$ cat config.mk
export PLATFORM = sky130hd
export DESIGN_NAME = csla_seq_ctrl_flat
export DESIGN_NICKNAME = d
export VERILOG_FILES = /design/src/rtl/csla_seq_ctrl_if.sv /design/src/rtl/csla_seq_ctrl.sv /design/src/flat_wrapper.sv
export SDC_FILE = /design/constraint.sdc
export NUM_CORES = 1
export LEC_CHECK = 0
export ABC_AREA = 1
export CORE_UTILIZATION = 42
export CTS_BUF_LIST = sky130_fd_sc_hd__clkbuf_16
export DETAILED_ROUTE_END_ITERATION = 7
export PLACE_DENSITY_LB_ADDON = 0.25
export SYNTH_ARGS = -nofsm -noshare
export SYNTH_HDL_FRONTEND = slang
export SYNTH_SLANG_ARGS = --single-unit
$ cat constraint.sdc
create_clock -name clk_i -period 2.2 [get_ports clk_i]
set_input_delay 0.33 -clock clk_i [delete_from_list [all_inputs] [get_ports clk_i]]
set_output_delay 0.33 -clock clk_i [all_outputs]
set_load 0.01 [all_outputs]
$ cat src/rtl/csla_seq_ctrl_if.sv
// Operand/result handshake bundle for the nibble-serial wide-add engine.
// The master side supplies operands and consumes results; the slave is the controller.
interface csla_seq_ctrl_if #(
  parameter int unsigned NIBBLES = 4
);
  localparam int unsigned W = 4 * NIBBLES;

  logic         in_valid;
  logic         in_ready_c;
  logic [W-1:0] a;
  logic [W-1:0] b;
  logic         cin;
  logic         out_valid;
  logic         out_ready;
  logic [W-1:0] s;
  logic         cout;
  logic         busy_c;

  modport master (
    output in_valid, a, b, cin, out_ready,
    input  in_ready_c, out_valid, s, cout, busy_c
  );

  modport slave (
    input  in_valid, a, b, cin, out_ready,
    output in_ready_c, out_valid, s, cout, busy_c
  );
endinterface

$ cat src/rtl/csla_seq_ctrl.sv
// Nibble-serial wide adder: one 4-bit carry-select slice reused LSB to MSB,
// with the inter-nibble carry held in a register across cycles.

// 4-bit carry-select slice: low pair ripples, high pair is precomputed for both carries.
module csla4bit (
  input  logic [3:0] a_i,
  input  logic [3:0] b_i,
  input  logic       c_i,
  output logic [3:0] s_o,
  output logic       c_o
);
  logic [2:0] lo_sum;
  logic [2:0] hi_sum0;
  logic [2:0] hi_sum1;
  logic [2:0] hi_sel;

  assign lo_sum  = 3'(a_i[1:0]) + 3'(b_i[1:0]) + 3'(c_i);
  assign hi_sum0 = 3'(a_i[3:2]) + 3'(b_i[3:2]);
  assign hi_sum1 = hi_sum0 + 3'd1;
  assign hi_sel  = lo_sum[2] ? hi_sum1 : hi_sum0;
  assign s_o     = {hi_sel[1:0], lo_sum[1:0]};
  assign c_o     = hi_sel[2];
endmodule

module csla_seq_ctrl #(
  parameter int unsigned NIBBLES = 4
) (
  input  logic                 clk_i,
  input  logic                 rst_i,
  csla_seq_ctrl_if.slave       bus_if
);
  localparam int unsigned W     = 4 * NIBBLES;
  localparam int unsigned IDX_W = (NIBBLES > 1) ? $clog2(NIBBLES) : 1;
  localparam logic [IDX_W-1:0] IDX_LAST = IDX_W'(NIBBLES - 1);

  typedef enum logic [1:0] {
    ST_IDLE = 2'd0,
    ST_RUN  = 2'd1,
    ST_DONE = 2'd2
  } state_e;

  state_e             state_q, state_d;
  logic [W-1:0]       a_q, a_d;
  logic [W-1:0]       b_q, b_d;
  logic               carry_q, carry_d;
  logic [IDX_W-1:0]   idx_q, idx_d;
  logic [W-1:0]       work_q, work_d;
  logic [W-1:0]       s_q, s_d;
  logic               cout_q, cout_d;
  logic               out_valid_q, out_valid_d;

  logic [IDX_W+1:0]   bit_ofs;
  logic [3:0]         slice_a;
  logic [3:0]         slice_b;
  logic [3:0]         slice_s;
  logic               slice_cout;
  logic [W-1:0]       work_upd;
  logic               in_ready_c;
  logic               busy_c;

  // Current nibble is selected by shifting, so no out-of-range part-select exists.
  assign bit_ofs  = {idx_q, 2'b00};
  assign slice_a  = 4'(a_q >> bit_ofs);
  assign slice_b  = 4'(b_q >> bit_ofs);
  assign work_upd = (work_q & ~(W'(4'hF) << bit_ofs)) | (W'(slice_s) << bit_ofs);

  csla4bit u_slice (
    .a_i (slice_a),
    .b_i (slice_b),
    .c_i (carry_q),
    .s_o (slice_s),
    .c_o (slice_cout)
  );

  always_ff @(posedge clk_i or posedge rst_i) begin
    if (rst_i) begin
      state_q     <= ST_IDLE;
      a_q         <= '0;
      b_q         <= '0;
      carry_q     <= 1'b0;
      idx_q       <= '0;
      work_q      <= '0;
      s_q         <= '0;
      cout_q      <= 1'b0;
      out_valid_q <= 1'b0;
    end else begin
      state_q     <= state_d;
      a_q         <= a_d;
      b_q         <= b_d;
      carry_q     <= carry_d;
      idx_q       <= idx_d;
      work_q      <= work_d;
      s_q         <= s_d;
      cout_q      <= cout_d;
      out_valid_q <= out_valid_d;
    end
  end

  // Next-state and decoded outputs; operands are only looked at in IDLE.
  always_comb begin
    state_d     = state_q;
    a_d         = a_q;
    b_d         = b_q;
    carry_d     = carry_q;
    idx_d       = idx_q;
    work_d      = work_q;
    s_d         = s_q;
    cout_d      = cout_q;
    out_valid_d = out_valid_q;
    in_ready_c  = 1'b0;
    busy_c      = 1'b0;

    unique case (state_q)
      ST_IDLE: begin
        in_ready_c = 1'b1;
        if (bus_if.in_valid) begin
          a_d     = bus_if.a;
          b_d     = bus_if.b;
          carry_d = bus_if.cin;
          idx_d   = '0;
          work_d  = '0;
          state_d = ST_RUN;
        end
      end
      ST_RUN: begin
        busy_c  = 1'b1;
        work_d  = work_upd;
        carry_d = slice_cout;
        if (idx_q == IDX_LAST) begin
          s_d         = work_upd;
          cout_d      = slice_cout;
          out_valid_d = 1'b1;
          idx_d       = '0;
          state_d     = ST_DONE;
        end else begin
          idx_d = idx_q + 1'b1;
        end
      end
      ST_DONE: begin
        busy_c = 1'b1;
        if (bus_if.out_ready) begin
          out_valid_d = 1'b0;
          state_d     = ST_IDLE;
        end
      end
      default: state_d = ST_IDLE;
    endcase
  end

  assign bus_if.in_ready_c = in_ready_c;
  assign bus_if.busy_c     = busy_c;
  assign bus_if.out_valid  = out_valid_q;
  assign bus_if.s          = s_q;
  assign bus_if.cout       = cout_q;
endmodule

$ cat src/flat_wrapper.sv
// flat-port wrapper written by rule: the top's interface ports become plain ports
module csla_seq_ctrl_flat 
#(
  parameter int unsigned NIBBLES = 4
)
  (clk_i, rst_i, bus_if_in_valid, bus_if_a, bus_if_b, bus_if_cin, bus_if_out_ready, bus_if_in_ready_c, bus_if_out_valid, bus_if_s, bus_if_cout, bus_if_busy_c);
  csla_seq_ctrl_if #(.NIBBLES(NIBBLES)) bus_if_i ();
  input  logic clk_i;
  input  logic rst_i;
  input wire logic [$bits(bus_if_i.in_valid)-1:0] bus_if_in_valid;
  input wire logic [$bits(bus_if_i.a)-1:0] bus_if_a;
  input wire logic [$bits(bus_if_i.b)-1:0] bus_if_b;
  input wire logic [$bits(bus_if_i.cin)-1:0] bus_if_cin;
  input wire logic [$bits(bus_if_i.out_ready)-1:0] bus_if_out_ready;
  output wire logic [$bits(bus_if_i.in_ready_c)-1:0] bus_if_in_ready_c;
  output wire logic [$bits(bus_if_i.out_valid)-1:0] bus_if_out_valid;
  output wire logic [$bits(bus_if_i.s)-1:0] bus_if_s;
  output wire logic [$bits(bus_if_i.cout)-1:0] bus_if_cout;
  output wire logic [$bits(bus_if_i.busy_c)-1:0] bus_if_busy_c;
  assign bus_if_i.in_valid = bus_if_in_valid;
  assign bus_if_i.a = bus_if_a;
  assign bus_if_i.b = bus_if_b;
  assign bus_if_i.cin = bus_if_cin;
  assign bus_if_i.out_ready = bus_if_out_ready;
  assign bus_if_in_ready_c = bus_if_i.in_ready_c;
  assign bus_if_out_valid = bus_if_i.out_valid;
  assign bus_if_s = bus_if_i.s;
  assign bus_if_cout = bus_if_i.cout;
  assign bus_if_busy_c = bus_if_i.busy_c;
  csla_seq_ctrl #(.NIBBLES(NIBBLES)) u_core (.clk_i(clk_i), .rst_i(rst_i), .bus_if(bus_if_i));
endmodule
==> results.py, run 1 <==
metrics = {
    "drt": {
        "firstDrtPassIters": 4,
        "vias": 2504,
        "wirelength_mm": 7.15,
        "ant_nets": 0,
        "drc": 0,
        "viasPerCell": 4.87,
        "first_iter_violations": 137,
        "avgRoutedWirePerCell_um": 13.9,
    },
    "sta": {
        "slew_headroom_pct": 76.5,
        "finalCriticalPeriod_ps": 2290,
        "slew_viol_final": 0,
        "grt_setup_unrepaired": "true",
        "hold_ws_ps": 396,
        "finalSetupViolations": 17,
        "fin_crit_sh_pct": 104,
        "fin_skew_ps": 8.72,
        "setup_ws_ps": -86.3,
        "hold_viol_final": 0,
        "tightest_slew_ps": 352,
        "max_freq_mhz": 437,
    },
    "synth": {
        "syn_nets": 389,
        "syn_avg_cell_area_sq_um": 9.80,
        "synth-seq-area-share_pct": 50.3,
        "synth_cell_type_count": 21,
        "syn-instance-count": 340,
        "synth_top_area_share_pct": 50.3,
        "syn_area_sq_mm": 0.00333,
        "ys_top_cells_by_area": "dfrtp_1 50%, mux2_4 13%, nand2_1 11%, o21ai_0 4.8%, ha_1 3.4%",
        "ys_ff_latch": 67,
        "yosys.area.top_type": "dfrtp_1",
        "yosysWarnings": 0,
    },
    "final_layout": {
        "drive_gt1_share_pct": 20.6,
        "diodes": 0,
        "fin_util_pct": 57.4,
        "final_nets": 456,
        "area.growth.synth_to_final_pct": 32.5,
        "layoutNonFillerInstCount": 514,
        "nFillCells": 679,
    },
    "grt": {
        "overflow": 0,
        "grt_pass1_wl_mm": 12.9,
        "grt_pass1_vias": 2581,
        "antenna_found_initial": 0,
        "grt_use_total_pct": 20.1,
        "grt_start_max_net_pins": 68,
    },
    "power_and_ir_drop": {
        "p_comb_share_pct": 52.3,
        "p_seq_share_pct": 28.8,
        "power_mw": 7.46,
        "p_clk_share_pct": 18.9,
        "power.internal_mw": 4.50,
        "p_leak_nw": 2.15,
        "swShare_pct": 39.7,
        "peakVddDrop_mv": 0.771,
        "p_sw_mw": 2.96,
        "power_density_mw_per_mm2": 1690,
    },
    "die": {
        "ios": 57,
        "die_area_sq_mm": 0.00829,
        "fp.dieW_um": 91.1,
        "start_util_pct": 43.3,
        "placementRows": 32,
        "die_h_um": 91.1,
        "core_sq_mm": 0.00769,
    },
    "placed_design": {
        "place_inst": 496,
        "hpwl_mm": 5.09,
        "dp_worst_setup_slack_ps": -142,
        "gp_congestion": 0.814,
        "numPortBuffers": 56,
    },
    "clocking": {
        "cts_made_buffers": 9,
        "clockRootBuffer": "clkbuf_16",
        "postCtsHoldBufs": 0,
        "insertion_delay_ps": 330,
        "htree_levels": 3,
        "clk_path_buf_depth": 2,
        "clk_pin_slew_ps": 60,
        "cts_tree": "built",
        "cts.sinks": 67,
    },
    "run_status": {
        "violations": "setup timing",
        "status": "finished, violations left",
    },
    "worst_setup_path": {
        "end_kind": "flop",
        "cpPeakStageDelay_ps": 430,
        "crit_arrival_ps": 2530,
        "crit_slowest_cell": "dfrtp_2",
        "startpoint_type": "flop",
        "path_delay_family": "adder cells",
        "path_class": "reg2reg",
        "path_cells": "clkinv_4, o21ai_0, o22ai_2, fa_1, inv_1, fa_1, inv_2, nand2_1, o22ai_2, nand2_1, o21ai_0",
        "cp.required_ps": 2450,
        "crit_buf_inv": 3,
        "worstPathMaxFanout": 15,
    },
    "min_path": {
        "min-delay-path-class": "in2async",
    },
    "run": {
        "cap_violations": 0,
    },
}
-- power groups by stage --
stage | Combinational [mW] | Sequential (mW) | Clock [mW]
after global placement | 3.66 | 2.14 | 0
final | 3.91 | 2.15 | 1.41
after global routing | 4.39 | 2.22 | 1.50
after floorplan | 2.77 | 2.09 | 0
after CTS | 3.88 | 2.15 | 1.44
after detailed placement | 3.76 | 2.15 | 0
-- layer usage --
metal	wire [um]	up-vias	GRT usage, %	part of all wire, %
met1	3510	1181	28.0	49
met3	291	8	4.19	4.1
met2	3230	64	30.2	45
met5	0	-	0	0
met4	116	0	8.73	1.6
li1	-	1251	-	-
-- cell usage after synthesis --
cell type	n
nand2_1	97
dfrtp_1	67
o21ai_0	32
mux2_4	28
inv_1	26
nor2_1	21
nand3_1	16
o22ai_1	11
buf_2	10
ha_1	9
buf_6	4
a21oi_1	3
fa_1	3
inv_2	3
mux2_2	3
buf_4	2
nand2_2	1
nand2_4	1
o211ai_1	1
o21ai_2	1
o22a_1	1
-- path summary, 6_finish.rpt --
check	startpoint	to	slack, ps	depth (start not counted)
max in group asynchronous	rst_i	u_core.idx_q[1]$_DFFE_PP0P_	1510	3
worst min-delay path	rst_i	u_core.state_q[0]$_DFFE_PP0P_	400	3
worst min register to register	u_core.work_q[7]$_DFFE_PP0P_	u_core.work_q[7]$_DFFE_PP0P_	470	2
worst max-delay path	u_core.idx_q[0]$_DFFE_PP0P_	u_core.work_q[1]$_DFFE_PP0P_	-90	11
worst max register to register	u_core.idx_q[0]$_DFFE_PP0P_	u_core.work_q[1]$_DFFE_PP0P_	-90	11
min in group clk_i	u_core.work_q[7]$_DFFE_PP0P_	u_core.work_q[7]$_DFFE_PP0P_	470	2
-- layout by cell type, fill, tap and decap left out, drive strengths merged, types with 11 or more instances in the layout --
master / count
dfrtp: 67
o22ai: 11
buf: 16
mux2: 31
inv: 28
clkdlybuf4s50: 56
nand2: 99
o21ai: 33
nand3: 16
nor2: 21
-- what timing repair did --
item	in CTS	in global routing
gates cloned	1	0
resized for setup	13	5
pin swaps	2	1
endpoints found under the setup margin	20	23
buffers inserted	0	1
-- worst reg2reg max path: stages, from the launching register on --
cell	delay (ps)
dfrtp_2	430
clkinv_4	130
o21ai_0	210
o22ai_2	100
fa_1	380
inv_1	90
fa_1	430
inv_2	80
nand2_1	90
o22ai_2	140
nand2_1	60
o21ai_0	70
-- final cells by class --
class / instances / area [sq um] / area share [%]
Tap cell: 102 / 128 / 2.89
Sequential cell: 67 / 1680 / 38.0
Multi-Input combinational cell: 228 / 1490 / 33.7
Clock inverter: 7 / 68.8 / 1.56
Timing Repair Buffer: 72 / 711 / 16.1
Clock buffer: 9 / 225 / 5.10
Inverter: 29 / 116 / 2.64
-- kinds of logic after synthesis --
logic type | synth area share, %
AND/OR/NAND/NOR | 16.2
flip-flops | 50.3
AO/OA/AOI/OAI | 8.07
buffers and inverters | 6.57
multiplexers | 13.6
adder cells (fa/ha/maj) | 5.18
-- through the flow --
stage / cell area (sq um) / setup TNS [ps]
3_3_place_gp: 4060 / -592
6_report: 4410 / -719
2_1_floorplan: 3380 / -237
3_5_place_dp: 4060 / -1440
4_1_cts: 4390 / -781
5_1_grt: 4410 / -3820
-- sequential cells by signal (all words and copies together), names as in the netlist --
name / count
u_core.a_q: 16
u_core.b_q: 16
u_core.bus_if.cout: 1
u_core.bus_if.out_valid: 1
u_core.bus_if.s: 16
u_core.carry_q: 1
u_core.idx_q: 2
u_core.state_q: 2
u_core.work_q: 12
Note: power is estimated with default switching activity, not from simulation.
==> run 2, diff against run 1 <==
CORE_UTILIZATION = 48   (was 42)
==> run 2 against run 1 <==
The flow still finishes with violations (setup timing); fmax is 2.1% lower; setup slack worse by 49 ps; critical path type unchanged; global-route usage is 2.6 points higher; highest routed layer unchanged; via count is 7.2% higher; clock skew is 3.7 ps lower.
==> results.py, run 2 (synthesis results as in run 1) <==
metrics = {
    "clocking": {
        "htree_levels": 3,
        "insertion_delay_ps": 330,
        "cts_made_buffers": 9,
        "clk_pin_slew_ps": 50,
        "cts.sinks": 67,
        "clockRootBuffer": "clkbuf_16",
        "clk_path_buf_depth": 2,
        "cts_tree": "built",
    },
    "sta": {
        "fin_crit_sh_pct": 106,
        "max_freq_mhz": 428,
        "finalCriticalPeriod_ps": 2330,
        "tightest_slew_ps": 435,
        "slew_headroom_pct": 71.0,
        "fin_skew_ps": 5.02,
        "finalSetupViolations": 14,
        "setup_ws_ps": -135,
        "hold_viol_final": 0,
        "grt_setup_unrepaired": "true",
        "slew_viol_final": 0,
    },
    "drt": {
        "viasPerCell": 5.41,
        "drc": 0,
        "ant_nets": 0,
        "vias": 2685,
        "firstDrtPassIters": 6,
        "wirelength_mm": 7.49,
        "first_iter_violations": 163,
        "avgRoutedWirePerCell_um": 15.1,
    },
    "die": {
        "start_util_pct": 51.0,
        "core_sq_mm": 0.00653,
        "placementRows": 29,
        "ios": 57,
        "die_area_sq_mm": 0.00728,
        "die_h_um": 85.3,
        "fp.dieW_um": 85.3,
    },
    "worst_setup_path": {
        "startpoint_type": "flop",
        "path_delay_family": "adder cells",
        "ff2ff_setup_slack_ps": -130,
        "ff2ff_path_depth": 11,
        "crit_slowest_cell": "dfrtp_2",
        "crit_arrival_ps": 2590,
        "r2r-start": "u_core.idx_q[0]$_DFFE_PP0P_",
        "path_cells": "buf_6, o21ai_2, o22ai_2, ha_2, fa_1, ha_1, nand2_1, nand2_2, buf_4, nand3_2, o21ai_1",
        "r2r_end": "u_core.bus_if.s[15]$_DFFE_PP0P_",
        "worstPathMaxFanout": 8,
        "cpPeakStageDelay_ps": 470,
        "end_kind": "flop",
        "cp.required_ps": 2460,
        "crit_buf_inv": 2,
        "path_class": "reg2reg",
    },
    "run": {
        "cap_violations": 0,
    },
    "grt": {
        "grt_use_total_pct": 22.6,
        "antenna_found_initial": 0,
        "overflow": 0,
        "grt_start_max_net_pins": 68,
        "grt_pass1_wl_mm": 12.6,
        "grt_pass1_vias": 2784,
    },
    "power_and_ir_drop": {
        "p_seq_share_pct": 28.0,
        "power.internal_mw": 4.64,
        "power_density_mw_per_mm2": 1750,
        "peakVddDrop_mv": 0.858,
        "p_leak_nw": 2.19,
        "p_sw_mw": 3.16,
        "p_comb_share_pct": 56.4,
        "p_clk_share_pct": 15.6,
        "swShare_pct": 40.5,
    },
    "final_layout": {
        "final_area_sq_mm": 0.00446,
        "fin_util_pct": 68.3,
        "regArea_sq_mm": 0.00168,
        "final_common_cell": "nand2_1",
        "diodes": 0,
        "nFillCells": 492,
        "multi_input_area_sq_mm": 0.00154,
        "layoutNonFillerInstCount": 496,
        "drive_gt1_share_pct": 24.6,
        "final_nets": 464,
        "mostFrequentLayoutCells": "92 x nand2_1, 65 x dfrtp_1, 56 x clkdlybuf4s50_1",
        "area.growth.synth_to_final_pct": 33.9,
    },
    "placed_design": {
        "numPortBuffers": 56,
        "gp_congestion": 0.860,
        "post_dp_cell_area_sq_mm": 0.00402,
        "hpwl_mm": 5.00,
        "place_inst": 470,
    },
    "run_status": {
        "violations": "setup timing",
        "status": "finished, violations left",
    },
    "min_path": {
        "min-delay-path-class": "in2async",
    },
}
[run 2: cell types whose count changed in the layout (fill, tap and decap cells not counted), moves of 2 or more]
cell,change
nand2_1,-3
clkinv_4,-2
fa_2,+2
fa_1,-2
buf_4,+4
nand2_2,+3
clkinv_2,+2
nor2_4,+2
o21ai_0,-3
o21ai_2,+4
buf_6,+3
[run 2: layout make-up]
class | count | area share [%]
well taps | 77 | 2.16
multi-input cells | 228 | 34.5
repair buffers | 79 | 17.4
repair inverters | 1 | 0.112
flip-flops and latches | 67 | 37.6
inverters | 29 | 2.61
clock buffers | 9 | 5.05
clock inverters | 6 | 0.589
[run 2: how the worst max path moves through the flow]
stage,start,to,slack [ps],cells after the start
2_1_floorplan,u_core.idx_q[0]$_DFFE_PP0P_,u_core.bus_if.s[3]$_DFFE_PP0P_,-30,14
3_3_place_gp,u_core.idx_q[1]$_DFFE_PP0P_,u_core.bus_if.s[9]$_DFFE_PP0P_,-40,11
4_1_cts,u_core.idx_q[0]$_DFFE_PP0P_,u_core.work_q[7]$_DFFE_PP0P_,-90,12
6_report,u_core.idx_q[0]$_DFFE_PP0P_,u_core.bus_if.s[15]$_DFFE_PP0P_,-130,11
5_1_grt,u_core.idx_q[0]$_DFFE_PP0P_,u_core.bus_if.s[7]$_DFFE_PP0P_,-240,12
3_5_place_dp,u_core.idx_q[0]$_DFFE_PP0P_,u_core.bus_if.s[7]$_DFFE_PP0P_,-90,12
[run 2: worst min-delay path, cell delays in order]
cell and delay, ps:
clkdlybuf4s50_1 410, inv_2 70, buf_12 300
[run 2: layer usage]
metal  part of all wire [%]  up-vias  global-route usage (%)
met4                    2.6        0                    11.7
met5                      0        -                       0
met3                    5.2       20                    5.64
li1                       -     1262                       -
met1                     45     1306                    27.9
met2                     47       97                    37.2
[run 2: through the flow]
step                setup WS (ps)  hold slack (ps)  power, mW  TNS (ps)
floorplan                   -33.2              449       4.86      -237
global placement            -35.7              464       5.81      -263
detailed placement          -92.4              465       5.95     -1110
CTS                         -85.6              397       7.38      -385
global route                 -244              425       8.37     -2580
finish                       -135              384       7.80     -1010
[run 2: power groups by stage]
| stage | sequential (mW) | combinational (mW) | clock, mW |
|---|---|---|---|
| after floorplan | 2.09 | 2.77 | 0 |
| after global placement | 2.15 | 3.66 | 0 |
| after detailed placement | 2.15 | 3.80 | 0 |
| after CTS | 2.16 | 3.98 | 1.24 |
| after global routing | 2.23 | 4.84 | 1.30 |
| final | 2.18 | 4.39 | 1.22 |
[run 2: repair_timing]
action                                  CTS  global route
hold buffers                              0             0
pin swaps                                 0             5
gates cloned                              0             1
endpoints found under the setup margin   21            23
buffers inserted                          3             7
gates resized for setup                  15            24
==> run 3, diff against run 2 <==
CTS_CLUSTER_SIZE = 14   (was default)
==> results of run 3 <==
Final layout, timing and power as in run 2 (identical DEF).
==> edit (config.mk and constraints of run 2) <==
Encoding of `state_e`: now one-hot (3 bits for 3 states).
--- a/src/rtl/csla_seq_ctrl.sv
+++ b/src/rtl/csla_seq_ctrl.sv
@@ -33,10 +33,10 @@
   localparam int unsigned IDX_W = (NIBBLES > 1) ? $clog2(NIBBLES) : 1;
   localparam logic [IDX_W-1:0] IDX_LAST = IDX_W'(NIBBLES - 1);
 
-  typedef enum logic [1:0] {
-    ST_IDLE = 2'd0,
-    ST_RUN  = 2'd1,
-    ST_DONE = 2'd2
+  typedef enum logic [2:0] {
+    ST_IDLE = 3'b001,
+    ST_RUN  = 3'b010,
+    ST_DONE = 3'b100
   } state_e;
 
   state_e             state_q, state_d;
Check against the original RTL: no difference found for any inputs over 10 cycles, from zero or initial values and one cycle with rst_i high; not proved beyond that.
==> edit against run 2 <==
- combinational power down 31%
- sequential cell count up 2
- the flow finishes with violations (design-rule violations, negative setup slack)
- sequential share of layout area up 1.8 points
- routed wire length down 0.39%
- design area down 1.8%
- clock skew up 2.5 ps
- total power down 14%
- setup slack better by 15 ps
- synthesized area down 2.6%
- count of clock-buffer cells in the layout unchanged
==> edit: results (changes against run 2) <==
Drt
  • Initial DRC count: 130 (was 163)
  • Met2 wire len: 3760 microns (was 3550 microns)
  • Drt pass-1 iters: 8 (was 6)
  • Met3 WL: 328 microns (was 392 microns)
  • Met1 wire length: 3270 microns (was 3350 microns)
  • DR vias/cell: 5.12 (was 5.41)
  • DRC viols: 6 (was 0)

Timing
  • Setup ws final: -120 ps (was -135 ps)
  • Max-slew headroom: 65.7% (was 71.0%)
  • Setup violators final: 16 (was 14)
  • Max Clock Skew: 7.56 ps (was 5.02 ps)

GRT
  • Largest net degree at the start of global routing: 38 (was 68)
  • Total track usage: 22.5% (was 22.6%)
  • First-pass GRT wire length: 12500 microns (was 12600 microns)
  • Number of global-route vias before repair: 2738 (was 2784)

Pwr
  • LEAKAGE: 0.00220 uW (was 0.00219 uW)
  • Peak VDD IR: 685 uV (was 858 uV)

Run status
  • Failing checks: design-rule violations, negative setup slack (was negative setup slack)
  • Outcome: finished, violations left (unchanged)

Cells and area
  • Final #Nets: 520 (was 464)
  • Layout cells sized above 1: 12.5% (was 24.6%)

Synth
  • Area contributors post-synth: dfrtp_1, nand2_1, o21ai_0 (was dfrtp_1, mux2_4, nand2_1)
  • Synth cell count leaders: nand2_1, dfrtp_1, o21ai_0 (unchanged)
  • Sequential share of the synthesized area: 53.2% (was 50.3%)
  • Syn Nets: 454 (was 389)
  • Adder-Cell Fraction of Synth Area: 4.16% (was 5.18%)
  • Post-synthesis compound-gate area fraction: 8.67% (was 8.07%)
  • Mux contribution to synthesized area: 0% (was 13.6%)
  • Syn avg cell area: 7.95 sq um (was 9.80 sq um)
  • Synth unique cells: 21 (unchanged)

Critical path
  • Critical path peak fanout: 14 (was 8)
  • Worst endpoint data arrival time: 2530 ps (was 2590 ps)

Placed design
  • RD Place Congestion: 0.805 (was 0.860)
  • Hpwl dp: 5190 microns (was 5000 microns)

CTS
  • Clk Tree Root Cell: clkbuf_16 (unchanged)
edit: routing by layer:
| layer | up-vias | global-route usage (%) |
|---|---|---|
| li1 | 1420 | - |
| met1 | 1334 | 28.7 |
| met2 | 85 | 37.7 |
| met3 | 9 | 4.92 |
| met4 | 0 | 8.93 |
| met5 | - | 0 |
edit: through the flow:
| step | setup TNS [ps] | power, uW | instance area [sq um] | cells | hold WS, ps |
|---|---|---|---|---|---|
| 2_1_floorplan | -451 | 3980 | 3290 | 408 | 404 |
| 3_5_place_dp | -2510 | 4790 | 3940 | 535 | 465 |
| 6_report | -1210 | 6680 | 4380 | 556 | 326 |
| 5_1_grt | -3630 | 7150 | 4380 | 556 | 366 |
| 3_3_place_gp | -760 | 4690 | 3940 | 535 | 462 |
| 4_1_cts | -472 | 6540 | 4340 | 555 | 332 |
edit: worst paths after layout:
path                                      from             endpoint  slack [ps]  depth (start not counted)
max                            u_core.idx_q[0]   u_core.bus_if.s[7]        -120                         12
max in group asynchronous                rst_i    u_core.state_q[0]        1320                          3
min reg2reg                u_core.bus_if.s[10]  u_core.bus_if.s[10]         470                          2
max reg2reg                    u_core.idx_q[0]   u_core.bus_if.s[7]        -120                         12
min in group clk_i         u_core.bus_if.s[10]  u_core.bus_if.s[10]         470                          2
min                                      rst_i       u_core.a_q[15]         330                          2
edit: timing repair:
item	in CTS	in global routing
gates resized for setup	13	15
gates cloned	1	0
buffers inserted	3	1
pin swaps	5	2
endpoints found under the setup margin	24	24
edit: power by group:
| part | total (uW) | switching, uW | internal, uW |
|---|---|---|---|
| Clock | 1590 | 505 | 1090 |
| Sequential | 2050 | 297 | 1750 |
| Combinational | 3040 | 1810 | 1230 |
| Total | 6680 | 2610 | 4070 |
edit: cells by family after synthesis:
group	count (synthesis)
AO/OA/AOI/OAI	53
adder cells (fa/ha/maj)	9
buffers and inverters	47
flip-flops	69
AND/OR/NAND/NOR	230
edit: worst max-delay path, cell delays in order (launching register included):
cell	delay, ps
dfrtp_2	450
clkinv_4	130
o21ai_1	170
o22ai_1	100
ha_2	200
fa_1	470
ha_1	290
nand2_1	80
nand2_2	70
nand3_1	70
nand2_1	70
nand2_1	60
nand2_1	50
edit: final cells by class:
class / instances / area (sq um)
Multi-Input combinational cell: 292 / 1380
Fill cell: 532 / 2040
Inverter: 29 / 114
Tap cell: 77 / 96.3
Timing Repair Buffer: 73 / 728
Clock inverter: 7 / 105
Clock buffer: 9 / 225
Sequential cell: 69 / 1730
